## config.mk

```make
export PLATFORM = sky130hd
export DESIGN_NAME = sync_trig_master
export DESIGN_NICKNAME = d
export VERILOG_FILES = /design/src/rtl/sync_trig_master.sv
export SDC_FILE = /design/constraint.sdc
export NUM_CORES = 1
export LEC_CHECK = 0
export CAP_MARGIN = 10
export CELL_PAD_IN_SITES_DETAIL_PLACEMENT = 1
export CELL_PAD_IN_SITES_GLOBAL_PLACEMENT = 1
export CORE_ASPECT_RATIO = 0.6
export CORE_UTILIZATION = 51
export CTS_CLUSTER_DIAMETER = 40
export DETAILED_ROUTE_END_ITERATION = 8
export DONT_BUFFER_PORTS = 1
export GPL_TIMING_DRIVEN = 0
export PLACE_DENSITY = 0.88
export SETUP_SLACK_MARGIN = 0.5
export SLEW_MARGIN = 0
export SYNTH_ARGS = -nofsm -noshare
export SYNTH_HDL_FRONTEND = slang
export SYNTH_SLANG_ARGS = --single-unit
```

## constraint.sdc

```tcl
create_clock -name clk50 -period 4.8 [get_ports clk50]
set_clock_uncertainty 0.1 [all_clocks]
set_input_delay 0.96 -clock clk50 [delete_from_list [all_inputs] [get_ports clk50]]
set_output_delay 0.96 -clock clk50 [all_outputs]
set_load 0.01 [all_outputs]
```

## src/rtl/sync_trig_master.sv

```systemverilog
`default_nettype none
// +--------------------------------------------------------------------------+
// | Module      : sync_trig_master                                           |
// | Description : Master side of a multi-channel trigger handshake. A round  |
// |               waits for every enabled responder to be ready, raises      |
// |               sync_trig until all of them have dropped ready (accepted), |
// |               then waits for all of them to re-arm. Each phase is        |
// |               guarded by a timeout that aborts the round and reports     |
// |               the offending channels.                                    |
// | Options     : define SYNC_TRIG_AUTO_EN to add a periodic auto-request    |
// |               generator (ports auto_en, auto_period).                    |
// | Ports       : clk50        system clock, rising edge                     |
// |               rst          synchronous active-high reset                 |
// |               trig_req     one-cycle round request                       |
// |               ch_mask      enabled channels, captured at round start     |
// |               syncr_rdy    asynchronous responder ready levels           |
// |               auto_en      (option) enable periodic requests             |
// |               auto_period  (option) request period in cycles, 0 = off    |
// |               sync_trig    registered trigger level to responders        |
// |               busy         round in progress                             |
// |               done         one-cycle pulse, round completed              |
// |               err_tmo      one-cycle pulse, round aborted on timeout     |
// |               err_ch       channels blamed for the last aborted round    |
// |               req_drop     one-cycle pulse, a request was ignored        |
// |               trig_cnt     successful round count, wraps at 16 bits      |
// | Revision    : 1.0 - initial release                                      |
// +--------------------------------------------------------------------------+
module sync_trig_master #(
  parameter int N_CH    = 4,
  parameter int TMO_W   = 20,
  parameter int TMO_CYC = 500000
) (
  input  logic            clk50,
  input  logic            rst,
  input  logic            trig_req,
  input  logic [N_CH-1:0] ch_mask,
  input  logic [N_CH-1:0] syncr_rdy,
`ifdef SYNC_TRIG_AUTO_EN
  input  logic            auto_en,
  input  logic [23:0]     auto_period,
`endif
  output logic            sync_trig,
  output logic            busy,
  output logic            done,
  output logic            err_tmo,
  output logic [N_CH-1:0] err_ch,
  output logic            req_drop,
  output logic [15:0]     trig_cnt
);

  typedef enum logic [1:0] {
    S_IDLE = 2'd0,
    S_ARM  = 2'd1,
    S_TRIG = 2'd2,
    S_WAIT = 2'd3
  } state_t;

  // Timer value on the last allowed cycle of a phase, and its saturation cap.
  localparam logic [TMO_W-1:0] c_tmo_last = TMO_W'(TMO_CYC - 1);
  localparam logic [TMO_W-1:0] c_tmo_sat  = TMO_W'(TMO_CYC);

  // ---------------------------------------------------------------------
  // Registers (power-up values match the reset values)
  // ---------------------------------------------------------------------
  logic [N_CH-1:0]  sync1_q     = '0;
  logic [N_CH-1:0]  rdy_s_q     = '0;
  state_t           state_q     = S_IDLE;
  logic [N_CH-1:0]  mask_q      = '0;
  logic [TMO_W-1:0] timer_q     = '0;
  logic             sync_trig_q = 1'b0;
  logic             busy_q      = 1'b0;
  logic             done_q      = 1'b0;
  logic             err_tmo_q   = 1'b0;
  logic [N_CH-1:0]  err_ch_q    = '0;
  logic             req_drop_q  = 1'b0;
  logic [15:0]      trig_cnt_q  = '0;

  state_t           state_d;
  logic [N_CH-1:0]  mask_d;
  logic [TMO_W-1:0] timer_d;
  logic             sync_trig_d;
  logic             busy_d;
  logic             done_d;
  logic             err_tmo_d;
  logic [N_CH-1:0]  err_ch_d;
  logic             req_drop_d;
  logic [15:0]      trig_cnt_d;

  logic             w_auto_req;
  logic             w_req;
  logic [N_CH-1:0]  w_enabled_rdy;
  logic             w_all_rdy;
  logic             w_none_rdy;
  logic             w_tmo_hit;
  logic [TMO_W-1:0] w_timer_inc;

  // ---------------------------------------------------------------------
  // Optional periodic request generator
  // ---------------------------------------------------------------------
`ifdef SYNC_TRIG_AUTO_EN
  logic [23:0] per_cnt_q = '0;
  logic [23:0] per_cnt_d;

  always_comb begin
    w_auto_req = 1'b0;
    per_cnt_d  = '0;
    if (auto_en && (auto_period != 24'd0)) begin
      // >= rather than == so a period shortened on the fly still wraps.
      if (per_cnt_q >= (auto_period - 24'd1)) begin
        w_auto_req = 1'b1;
        per_cnt_d  = '0;
      end else begin
        per_cnt_d  = per_cnt_q + 24'd1;
      end
    end
  end
`else
  assign w_auto_req = 1'b0;
`endif

  // ---------------------------------------------------------------------
  // Next-state logic
  // ---------------------------------------------------------------------
  always_comb begin
    w_req         = trig_req | w_auto_req;
    w_enabled_rdy = rdy_s_q & mask_q;
    w_all_rdy     = (w_enabled_rdy == mask_q);
    w_none_rdy    = (w_enabled_rdy == '0);
    w_tmo_hit     = (timer_q == c_tmo_last);
    w_timer_inc   = (timer_q >= c_tmo_sat) ? c_tmo_sat : timer_q + 1'b1;

    state_d     = state_q;
    mask_d      = mask_q;
    timer_d     = timer_q;
    sync_trig_d = sync_trig_q;
    err_ch_d    = err_ch_q;
    trig_cnt_d  = trig_cnt_q;
    done_d      = 1'b0;
    err_tmo_d   = 1'b0;

    // Any request that cannot start a round is reported, never queued.
    req_drop_d  = w_req & ((state_q != S_IDLE) | (ch_mask == '0));

    case (state_q)
      S_IDLE: begin
        if (w_req && (ch_mask != '0)) begin
          mask_d   = ch_mask;
          timer_d  = '0;
          err_ch_d = '0;
          state_d  = S_ARM;
        end
      end

      S_ARM: begin
        // Exit is tested before the timeout so a late success still wins.
        if (w_all_rdy) begin
          sync_trig_d = 1'b1;
          timer_d     = '0;
          state_d     = S_TRIG;
        end else if (w_tmo_hit) begin
          err_tmo_d   = 1'b1;
          sync_trig_d = 1'b0;
          err_ch_d    = mask_q & ~rdy_s_q;
          timer_d     = '0;
          state_d     = S_IDLE;
        end else begin
          timer_d     = w_timer_inc;
        end
      end

      S_TRIG: begin
        // Responders acknowledge the trigger by dropping ready.
        if (w_none_rdy) begin
          sync_trig_d = 1'b0;
          timer_d     = '0;
          state_d     = S_WAIT;
        end else if (w_tmo_hit) begin
          err_tmo_d   = 1'b1;
          sync_trig_d = 1'b0;
          err_ch_d    = mask_q & rdy_s_q;
          timer_d     = '0;
          state_d     = S_IDLE;
        end else begin
          timer_d     = w_timer_inc;
        end
      end

      S_WAIT: begin
        if (w_all_rdy) begin
          done_d      = 1'b1;
          trig_cnt_d  = trig_cnt_q + 16'd1;
          timer_d     = '0;
          state_d     = S_IDLE;
        end else if (w_tmo_hit) begin
          err_tmo_d   = 1'b1;
          sync_trig_d = 1'b0;
          err_ch_d    = mask_q & ~rdy_s_q;
          timer_d     = '0;
          state_d     = S_IDLE;
        end else begin
          timer_d     = w_timer_inc;
        end
      end

      default: begin
        sync_trig_d = 1'b0;
        timer_d     = '0;
        state_d     = S_IDLE;
      end
    endcase

    busy_d = (state_d != S_IDLE);
  end

  // ---------------------------------------------------------------------
  // State and output registers
  // ---------------------------------------------------------------------
  always_ff @(posedge clk50) begin
    if (rst) begin
      sync1_q     <= '0;
      rdy_s_q     <= '0;
      state_q     <= S_IDLE;
      mask_q      <= '0;
      timer_q     <= '0;
      sync_trig_q <= 1'b0;
      busy_q      <= 1'b0;
      done_q      <= 1'b0;
      err_tmo_q   <= 1'b0;
      err_ch_q    <= '0;
      req_drop_q  <= 1'b0;
      trig_cnt_q  <= '0;
`ifdef SYNC_TRIG_AUTO_EN
      per_cnt_q   <= '0;
`endif
    end else begin
      // Two-flop synchronizer; only rdy_s_q is used by the control logic.
      sync1_q     <= syncr_rdy;
      rdy_s_q     <= sync1_q;
      state_q     <= state_d;
      mask_q      <= mask_d;
      timer_q     <= timer_d;
      sync_trig_q <= sync_trig_d;
      busy_q      <= busy_d;
      done_q      <= done_d;
      err_tmo_q   <= err_tmo_d;
      err_ch_q    <= err_ch_d;
      req_drop_q  <= req_drop_d;
      trig_cnt_q  <= trig_cnt_d;
`ifdef SYNC_TRIG_AUTO_EN
      per_cnt_q   <= per_cnt_d;
`endif
    end
  end

  assign sync_trig = sync_trig_q;
  assign busy      = busy_q;
  assign done      = done_q;
  assign err_tmo   = err_tmo_q;
  assign err_ch    = err_ch_q;
  assign req_drop  = req_drop_q;
  assign trig_cnt  = trig_cnt_q;

endmodule
`default_nettype wire

```

* After elaboration in Yosys (flattened, before gate mapping)
Index checks and enable logic that the tools add are counted.
Word-level totals: word-level logic and storage cells 74, bits of input ports 11, flip-flop bits (word level) 59, output and inout port bits 25
Cells by class: reductions and logical operators 14, magnitude comparators 1, equality and inequality tests 11, bitwise gates (word level) 6, mux-type cells 28, add/sub/neg operators 2
Operators with widths (number):
- $mux W20 | 5
- $pmux W20 S3 | 1
- $add A20 B1 Y20 const B | 1
- $eq A20 B19 Y1 const B | 1
- $ge A20 B19 Y1 const B | 1
- $mux W4 | 5
- $add A16 B1 Y16 const B | 1
- $pmux W4 S3 | 1
- $mux W2 | 5
- $ne A2 B2 Y1 const B | 5
- $and A4 B4 Y4 | 2
- $logic_not A4 Y1 | 2
- $mux W1 | 8
- $pmux W2 S4 | 1
- $reduce_and A2 Y1 | 3
- $reduce_and A5 Y1 | 1
- $eq A2 B2 Y1 const B | 2
- $eq A4 B4 Y1 | 1
- $not A4 Y4 | 1
- $reduce_bool A2 Y1 | 2
- $reduce_bool A4 Y1 | 1
- $reduce_or A2 Y1 | 2
- $pmux W1 S3 | 1
- $reduce_bool A3 Y1 | 1
- other kinds (8) | 8

* Depth between registers and ports, before layout
Gate-level depths: netlist of run 1.
depth in word-level cells 5, gate-level depth with buffers 8, gate-level depth less buffers 7

* Worst setup path before layout of run 1
Ideal clock, no wire load.
path kind in2reg, start in ch_mask[0], end reg busy_q, in the netlist busy, data required time 4570 ps, buffers on the path 0, library setup time 130 ps, data arrival time 2365 ps, stages 5, setup slack 2205 ps, path through or4_1 a21boi_2 nor3_1 a221oi_1 a31oi_1
On the way: longest elaborated chain between the ends 5
RTL lines:
- start: declaration | RTL line 36 | input logic [N_CH-1:0] ch_mask,
- $reduce_bool A4 Y1 | RTL line 146 | if (w_req && (ch_mask != '0)) begin
- $logic_and A1 B1 Y1 | RTL line 146
- $mux W2 | RTL line 146
- $pmux W2 S4 | RTL line 144 | case (state_q)
- $reduce_bool A2 Y1 | RTL line 212 | busy_d = (state_d != S_IDLE);
- end signal: assignment | RTL line 243 | busy_q <= busy_d;
- end: declaration | RTL line 71 | logic busy_q = 1'b0;
Every way passes these cells. A chain may end at the register's enable or synchronous reset.

* Final worst setup path of run 1
Ends and elaborated chain as after synthesis.

==> summary.md, run 1 <==
| Metric | Value |
|---|---|
| Clock latency on the worst-skew pair | `340 ps` |
| Crit-path max cell delay | `570 ps` |
| Worst path top cell family by delay | `compound AO/OA/AOI/OAI gates` |
| Hold_buf cts | `0` |
| Leakage power | `1.106 nW` |
| Slew HR | `33.95%` |
| H-tree levels | `3` |
| Final Cycle Share | `59.34%` |
| Fmax | `0.3511 GHz` |
| Cell row count | `20` |
| CP Class | `input pin to flop` |
| ANT cells | `0` |
| Worst Path Max Fanout | `9` |
| Dpl hpwl | `5.755 mm` |
| Fin cells | `417` |
| Max Cap Violations | `0` |
| Layout cells sized above 1 | `8.832%` |
| Maximum VDD drop | `0.2030 mV` |
| GR Layer Usage met2 | `47.79%` |
| Cell variety after synth | `51` |
| Final net count | `360` |
| First-pass GRT wire length | `13.19 mm` |
| Final setup violation count | `0` |
| ANT nets after route | `0` |
| Drc violations | `3` |
| Gate Count Post-Synth | `335` |
| Initial core utilization | `54.49%` |
| Pin count of the biggest net entering global routing | `11` |
| Vias in the first global route | `2,591` |
| Post-synthesis sequential area ratio | `41.84%` |
| Ys Warns | `0` |
| Gr busiest metal | `met2` |
| Vias | `2,561` |
| EDFF count, synth | `0` |
| CTS Buf Count | `9` |
| Area growth, synth to finish | `9.796%` |
| CTS tree | `built` |
| Layout fillers | `627` |
| Root buffer cell | `clkbuf_8` |
| Die Width | `98.05 um` |
| RSZ-0062 raised after global routing | `no` |
| Type of the worst min-delay path | `flop to flop` |
| Number of synthesized register bits | `59` |
| PostCTS Resize Cnt | `0` |
| Commonest cells in the netlist | `59 x dfxtp_1, 40 x nor2_1, 29 x nand2_1` |
| Initial DRC Count | `162` |
| GPL Wtd Cong | `0.8794` |
| CP required | `4900 ps` |
| Ranking of synthesized cells by area | `dfxtp_1 42%, nor2_1 5.3%, nand2_1 3.9%` |
| Fin. max-slew vios | `0` |
| Worst path arrival time | `2950 ps` |
| GRT Total Usage | `30.17%` |
| Die area | `5846 um2` |
| GR Util met3 | `9.316%` |
| Core ar. | `5180 um2` |
| Tmin final | `2848 ps` |
| Crit start category | `input pin` |
| Mapped Area | `2823 um2` |
| Dominant cell by count in the synthesized netlist | `dfxtp_1` |
| Vias per cell | `6.141` |
| CP max-delay cell | `or4_1` |
| Status | `finished with violations` |
| Placed cell count | `401` |
| Violated checks | `design-rule violations` |
| I/O Pins | `36` |
| I/O Buffers | `0` |
| Drt wl/cell | `19.87 um` |
| Area share of the largest cell type after synthesis | `41.84%` |
| Syn nets | `349` |
| Setup_tns | `0 ps` |
| FFs w/ async S/R, synth | `0%` |
| Routed WL | `8.287 mm` |
| Clock buffer depth | `2` |
| Final hold vios | `0` |
| First-pass DRT Iterations | `7` |
| Grt met1 use | `39.24%` |
| Buf/Inv on CP | `0` |
| Overflow after GRT | `0` |
| Syn avg cell area | `8.426 um2` |
| Post-synth top flop | `dfxtp_1` |
| Die Ht | `59.63 um` |
| Clock-pin transition on the worst setup and hold timing paths | `70 ps` |
| Clock sinks | `59` |
| PwrDens | `443.1 nW/um2` |
| CP Cell Sequence | `or4_1, a21boi_2, nor3_1, a221oi_1, a31oi_1` |
| Setup Fix Bufs, Post-CTS | `0` |
| Element type at the critical path end | `flop` |
| Worst-Margin Slew | `981.7 ps` |
| Initial antenna violation count | `0` |
| Yosys top cell by area | `dfxtp_1` |
-- final timing paths --
path,slack (ps),cells past startpoint,endpoint,start
min,350,1,rdy_s_q[1]$_SDFF_PP0_,sync1_q[1]$_SDFF_PP0_
max reg2reg,1990,8,timer_q[8]$_SDFFE_PP0P_,timer_q[0]$_SDFFE_PP0P_
max,1950,5,busy$_SDFF_PP0_,ch_mask[0]
min reg2reg,350,1,rdy_s_q[1]$_SDFF_PP0_,sync1_q[1]$_SDFF_PP0_
-- flip-flops by register name, summed over array words and instances, names as in the netlist, 2 cells and up --
register	cells
rdy_s_q	4
trig_cnt	16
err_ch	4
timer_q	20
sync1_q	4
state_q	2
mask_q	4
-- stage by stage --
step                      power (mW)  hold slack (ps)  util, %  cell area [um2]  setup slack (ps)
after floorplan               0.8150            313.8        -             2823              2205
after global placement        0.8936            316.5    56.09             2905              1755
after detailed placement      0.9137            325.5    56.09             2905              1633
after CTS                      1.373            341.3    59.83             3099              1962
after global routing           1.432            367.3    59.83             3099              1885
final                          1.373            345.4    59.83             3099              1952
-- worst register-to-register path, stage by stage (launching register included) --
cell and delay (ps):
dfxtp_1 390, ha_1 260, nand4_2 170, or3_4 400
or3_2 470, o21a_1 180, buf_2 230, nand2_1 290
o32ai_1 160
-- final cells by class --
class | instances | area (um2) | share of cell area, %
flip-flops and latches | 59 | 1181 | 38.11
multi-input cells | 247 | 1513 | 48.81
plain buffers | 16 | 80.08 | 2.584
inverters | 13 | 48.80 | 1.574
clock buffers | 11 | 141.4 | 4.562
clock inverters | 5 | 52.55 | 1.696
well taps | 66 | 82.58 | 2.665
-- where the power goes --
part	internal (mW)	switching, mW
Clock	0.251	0.203
Combinational	0.123	0.238
Sequential	0.526	0.0326
-- metal layers --
layer	vias to the layer above	part of all wire (%)
met5	-	0
met2	76	45
met4	0	1.3
li1	1203	-
met1	1266	47
met3	16	6.7
-- logic make-up after synthesis --
| group | share of synthesized area, % |
|---|---|
| adders and majority gates | 1.330 |
| and+or+nand+nor | 28.15 |
| muxes | 3.192 |
| AOI/OAI and AO/OA | 15.03 |
| xor gates and xnor gates | 5.895 |
| buffers and inverters | 4.565 |
| DFF | 41.84 |
-- layout by cell type (no fill, tap or decap), types with 3 or more instances in the layout --
master	n
nor2b_1	9
and4_1	4
o21ai_0	11
a31oi_1	3
a21oi_1	21
inv_1	13
nor2_1	40
nand2b_1	5
nor3_1	8
nand3b_1	3
xnor2_1	8
nand4_1	7
o32ai_1	6
mux2i_1	9
and3_1	12
clkinv_2	3
xor2_1	11
buf_4	3
nand3_1	19
and2_1	4
dfxtp_1	59
clkbuf_8	10
clkbuf_1	10
o21a_1	5
buf_2	3
ha_1	3
nand2_1	29
(Power assumes the default switching activity.)
==> run 2, diff against run 1 <==
- CORE_UTILIZATION: 51 -> 47
- PLACE_DENSITY: 0.88 -> 0.82
- clock period: 4.8 -> 2.9 ns (I/O delays scaled with it)
==> summary.md, run 2 (synthesis gave the netlist of run 1 again) <==
| Metric | Value |
|---|---|
| Overflow after GRT | `0` |
| Placed cell count | `415` |
| Final Cycle Share | `80.43%` |
| CTS tree | `built` |
| Fin. max-slew vios | `0` |
| Element type at the critical path end | `flop` |
| Pre-CTS WS | `215.8 ps` |
| Commonest non-fill, non-tap cell in the layout | `dfxtp_1` |
| Reg area | `1189 um2` |
| H-tree levels | `3` |
| Maximum VDD drop | `0.4097 mV` |
| Crit start category | `flop` |
| Leakage power | `1.143 nW` |
| Pin count of the biggest net entering global routing | `11` |
| Most frequent cells in the layout | `57 x dfxtp_1, 39 x nor2_1, 28 x nand2_1` |
| Worst Path Max Fanout | `10` |
| Clock-pin transition on the worst setup and hold timing paths | `70 ps` |
| CTS Buf Count | `9` |
| Clock latency on the worst-skew pair | `340 ps` |
| First-pass GRT wire length | `12.44 mm` |
| Drt wl/cell | `17.89 um` |
| GRT Total Usage | `26.81%` |
| GPL Wtd Cong | `0.8820` |
| PwrDens | `730.6 nW/um2` |
| CP Class | `flop to flop` |
| Layout fillers | `681` |
| Clock sinks | `59` |
| First-pass DRT Iterations | `4` |
| Type of the worst min-delay path | `input pin to flop` |
| ANT cells | `0` |
| Setup_tns | `0 ps` |
| Slew HR | `41.72%` |
| Hold_buf cts | `0` |
| Number of flip-flops in the largest register | `20` |
| Routed WL | `7.747 mm` |
| Die Ht | `62.03 um` |
| Initial antenna violation count | `0` |
| Area growth, synth to finish | `14.49%` |
| Largest Register | `timer_q` |
| Vias per cell | `5.769` |
| Final setup violation count | `0` |
| Max Cap Violations | `0` |
| Worst path arrival time | `2430 ps` |
| Die Width | `102.0 um` |
| Root buffer cell | `clkbuf_8` |
| R2r setup slk | `570 ps` |
| ANT nets after route | `0` |
| Fin cells | `433` |
| Final hold vios | `0` |
| Core ar. | `5675 um2` |
| Status | `complete, no violations` |
| PnR worst setup slack | `567.6 ps` |
| Vias in the first global route | `2,395` |
| Final net count | `362` |
| Tmin final | `2332 ps` |
| Layout cells sized above 1 | `11.61%` |
| Clock buffer depth | `2` |
| RSZ-0062 raised after global routing | `yes` |
| Drc violations | `0` |
| I/O Pins | `36` |
| Fin Hold WS | `270.3 ps` |
| Die area | `6330 um2` |
| Multi-input gate area | `1587 um2` |
| Fmax | `0.4287 GHz` |
| Worst-Margin Slew | `867.5 ps` |
| Cell row count | `21` |
| I/O Buffers | `0` |
| Initial core utilization | `49.74%` |
| Vias | `2,498` |
| Initial DRC Count | `137` |
| CP required | `3000 ps` |
| Dpl hpwl | `5.602 mm` |
| Total Power | `2.361 mW` |
==> run 2: final timing paths <==
path / from / to / cells after the start
setup / recovery: timer_q[0]$_SDFFE_PP0P_ / timer_q[5]$_SDFFE_PP0P_ / 8
hold / removal: syncr_rdy[0] / sync1_q[0]$_SDFF_PP0_ / 1
setup reg to reg: timer_q[0]$_SDFFE_PP0P_ / timer_q[5]$_SDFFE_PP0P_ / 8
hold reg to reg: sync1_q[1]$_SDFF_PP0_ / rdy_s_q[1]$_SDFF_PP0_ / 1
==> run 2: layout make-up <==
cell class / instances / share of cell area, %
clock inverters: 5 / 2.400
inverters: 13 / 1.510
multi-input cells: 247 / 49.09
plain buffers: 16 / 2.594
flip-flops and latches: 59 / 36.78
repair buffers: 2 / 0.4646
clock buffers: 11 / 4.065
well taps: 80 / 3.097
==> run 2: where the power goes <==
group / internal (mW) / switching [mW]
clock network: 0.481 / 0.331
registers: 0.872 / 0.0534
logic: 0.238 / 0.386
==> run 2: per-layer routing <==
layer	part of all wire [%]	track usage, %
met3	4.7	8.166
met5	0	0
met2	42	39.69
met1	52	38.23
met4	0.79	6.531
==> run 2: what timing repair did <==
action / CTS / global route
setup endpoints to repair: 21 / 15
gates resized for setup: 16 / 5
cloned: 0 / 0
pin swaps: 2 / 1
buffers inserted: 2 / 0
==> run 2: stage by stage <==
step	cell area [um2]	utilization [%]
floorplan	2823	-
global placement	2923	51.50
detailed placement	2923	51.50
CTS	3209	56.55
global route	3232	56.94
finish	3232	56.94
==> run 2: critical path, cell delays in order, from the launching register on <==
cell     delay [ps]
dfxtp_4         380
ha_4            150
nand4_2         150
or3_4           440
or3_4           360
o21a_4          150
buf_4           190
a21oi_1         180
o32ai_1         100
==> run 3, diff against run 2 <==
- clock period: 2.9 -> 2.3 ns (I/O delays scaled with it)
==> summary.md, run 3 (synthesis gave the netlist of run 1 again) <==
| Metric | Value |
|---|---|
| Status | `complete, no violations` |
| Root buffer cell | `clkbuf_8` |
| Vias | `2,928` |
| Hold_buf cts | `0` |
| Worst Path Max Fanout | `9` |
| Initial DRC Count | `289` |
| Maximum VDD drop | `0.4924 mV` |
| Final Cycle Share | `99.26%` |
| CP required | `2410 ps` |
| Final setup violation count | `0` |
| Type of the worst min-delay path | `input pin to flop` |
| GRT Total Usage | `30.14%` |
| Cell row count | `21` |
| CP Class | `flop to flop` |
| Die Width | `102.0 um` |
| Crit start category | `flop` |
| Drc violations | `0` |
| Combinational group share of total power | `39.8%` |
| Reg area | `1199 um2` |
| Post-route cell area | `3732 um2` |
| Die area | `6330 um2` |
| PwrDens | `945.3 nW/um2` |
| I/O Pins | `36` |
| I/O Buffers | `0` |
| Pin count of the biggest net entering global routing | `11` |
| ANT cells | `0` |
| Number of flip-flops in the largest register | `20` |
| Initial core utilization | `49.74%` |
| Core ar. | `5675 um2` |
| CTS tree | `built` |
| Fin Hold WS | `144.8 ps` |
| Largest Register | `timer_q` |
| H-tree levels | `3` |
| Vias in the first global route | `2,579` |
| Switching portion of total power | `37.34%` |
| Layout fillers | `636` |
| Most frequent cells in the layout | `49 x dfxtp_1, 34 x nor2_1, 27 x nand2_1` |
| Fmax | `0.4380 GHz` |
| Clock power frac | `26.6%` |
| Element type at the critical path end | `flop` |
| CTS Buf Count | `9` |
| CP Cell Sequence | `buf_2, nor4bb_4, nand2_1, or3_4, o21a_4, buf_8, a31oi_1, nor3_1` |
| First-pass DRT Iterations | `6` |
| GPL Wtd Cong | `0.8569` |
| Multi-input gate area | `1896 um2` |
| First-pass GRT wire length | `13.70 mm` |
| Fin. max-slew vios | `0` |
| Final net count | `381` |
| Final hold vios | `0` |
| Layout cells sized above 1 | `32.43%` |
| Initial antenna violation count | `0` |
| Routed WL | `11.53 mm` |
| CP max-delay cell | `or3_4` |
| Commonest non-fill, non-tap cell in the layout | `dfxtp_1` |
| Drt wl/cell | `25.62 um` |
| Clock latency on the worst-skew pair | `350 ps` |
| Worst-Margin Slew | `618.1 ps` |
| ANT nets after route | `0` |
| Dpl hpwl | `5.527 mm` |
| Crit-path max cell delay | `430 ps` |
| Die Ht | `62.03 um` |
| Vias per cell | `6.507` |
| Int Power | `2.211 mW` |
| Overflow after GRT | `0` |
| Area growth, synth to finish | `32.23%` |
| Worst path arrival time | `2390 ps` |
| DP Area | `2993 um2` |
| Clock-pin transition on the worst setup and hold timing paths | `70 ps` |
| Net Sw Power | `1.317 mW` |
| Leakage power | `1.343 nW` |
| Reg power frac | `33.6%` |
| Clock sinks | `59` |
| Slew HR | `58.64%` |
| Clock buffer depth | `2` |
| Tmin final | `2283 ps` |
| RSZ-0062 raised after global routing | `yes` |
| Max Cap Violations | `0` |
-- run 3: cell count changes in the layout (fill, tap and decap cells not counted), moves of 6 or more --
cell and delta:
clkbuf_1 -6, dfxtp_2 +8, dfxtp_1 -8, a21oi_1 -10, buf_6 +8, o21ai_0 -7
a21oi_2 +8, buf_4 +9
-- run 3: final cells by class --
class | instances | area share (%)
repair buffers | 21 | 5.464
multi-input cells | 247 | 50.79
plain buffers | 16 | 2.782
clock inverters | 3 | 1.073
clock buffers | 11 | 3.788
well taps | 80 | 2.682
inverters | 13 | 1.307
flip-flops and latches | 59 | 32.12
-- run 3: critical path, delay by kind of cell (launching register included) --
kind / cells / cell delay (ps)
and+or+nand+nor: 4 / 950
DFF: 1 / 310
buffers and inverters: 2 / 350
AOI/OAI and AO/OA: 2 / 430
-- run 3: path summary, 6_finish.rpt --
| check | from | to | slack (ps) | cells after the start |
|---|---|---|---|---|
| max reg2reg | timer_q[12]$_SDFFE_PP0P_ | timer_q[14]$_SDFFE_PP0P_ | 20 | 8 |
| min | syncr_rdy[2] | sync1_q[2]$_SDFF_PP0_ | 140 | 1 |
| max | timer_q[12]$_SDFFE_PP0P_ | timer_q[14]$_SDFFE_PP0P_ | 20 | 8 |
| min reg2reg | sync1_q[3]$_SDFF_PP0_ | rdy_s_q[3]$_SDFF_PP0_ | 360 | 1 |
-- run 3: stage by stage --
stage	instances	setup TNS [ps]	setup slack [ps]	power (mW)	util [%]
5_1_grt	450	-78.46	-18.88	3.616	65.76
2_1_floorplan	335	0	240.1	1.751	-
3_3_place_gp	415	-5.804	-5.445	1.911	52.73
6_report	450	0	17.01	3.528	65.76
3_5_place_dp	415	-148.6	-62.61	1.933	52.73
4_1_cts	442	0	82.90	3.108	60.98
-- run 3: metal layers --
| metal | vias up | track usage (%) | part of all wire (%) |
|---|---|---|---|
| li1 | 1249 | - | - |
| met1 | 1428 | 39.07 | 40 |
| met2 | 184 | 46.60 | 46 |
| met3 | 67 | 11.52 | 8.7 |
| met4 | 0 | 10.41 | 4.6 |
| met5 | - | 0 | 0 |
-- run 3: power by group through the flow --
stage	Clock (mW)	Combinational (mW)	Sequential, mW
global placement	0	0.728	1.18
floorplan	0	0.580	1.17
global route	0.980	1.44	1.20
finish	0.938	1.40	1.19
CTS	0.927	1.02	1.16
detailed placement	0	0.746	1.19
-- run 3: what timing repair did --
| item | 4_1_cts | 5_1_grt |
|---|---|---|
| setup endpoints to repair | 35 | 46 |
| cloned | 1 | 0 |
| buffers inserted | 12 | 8 |
| pin swaps | 19 | 24 |
| resized for setup | 42 | 62 |
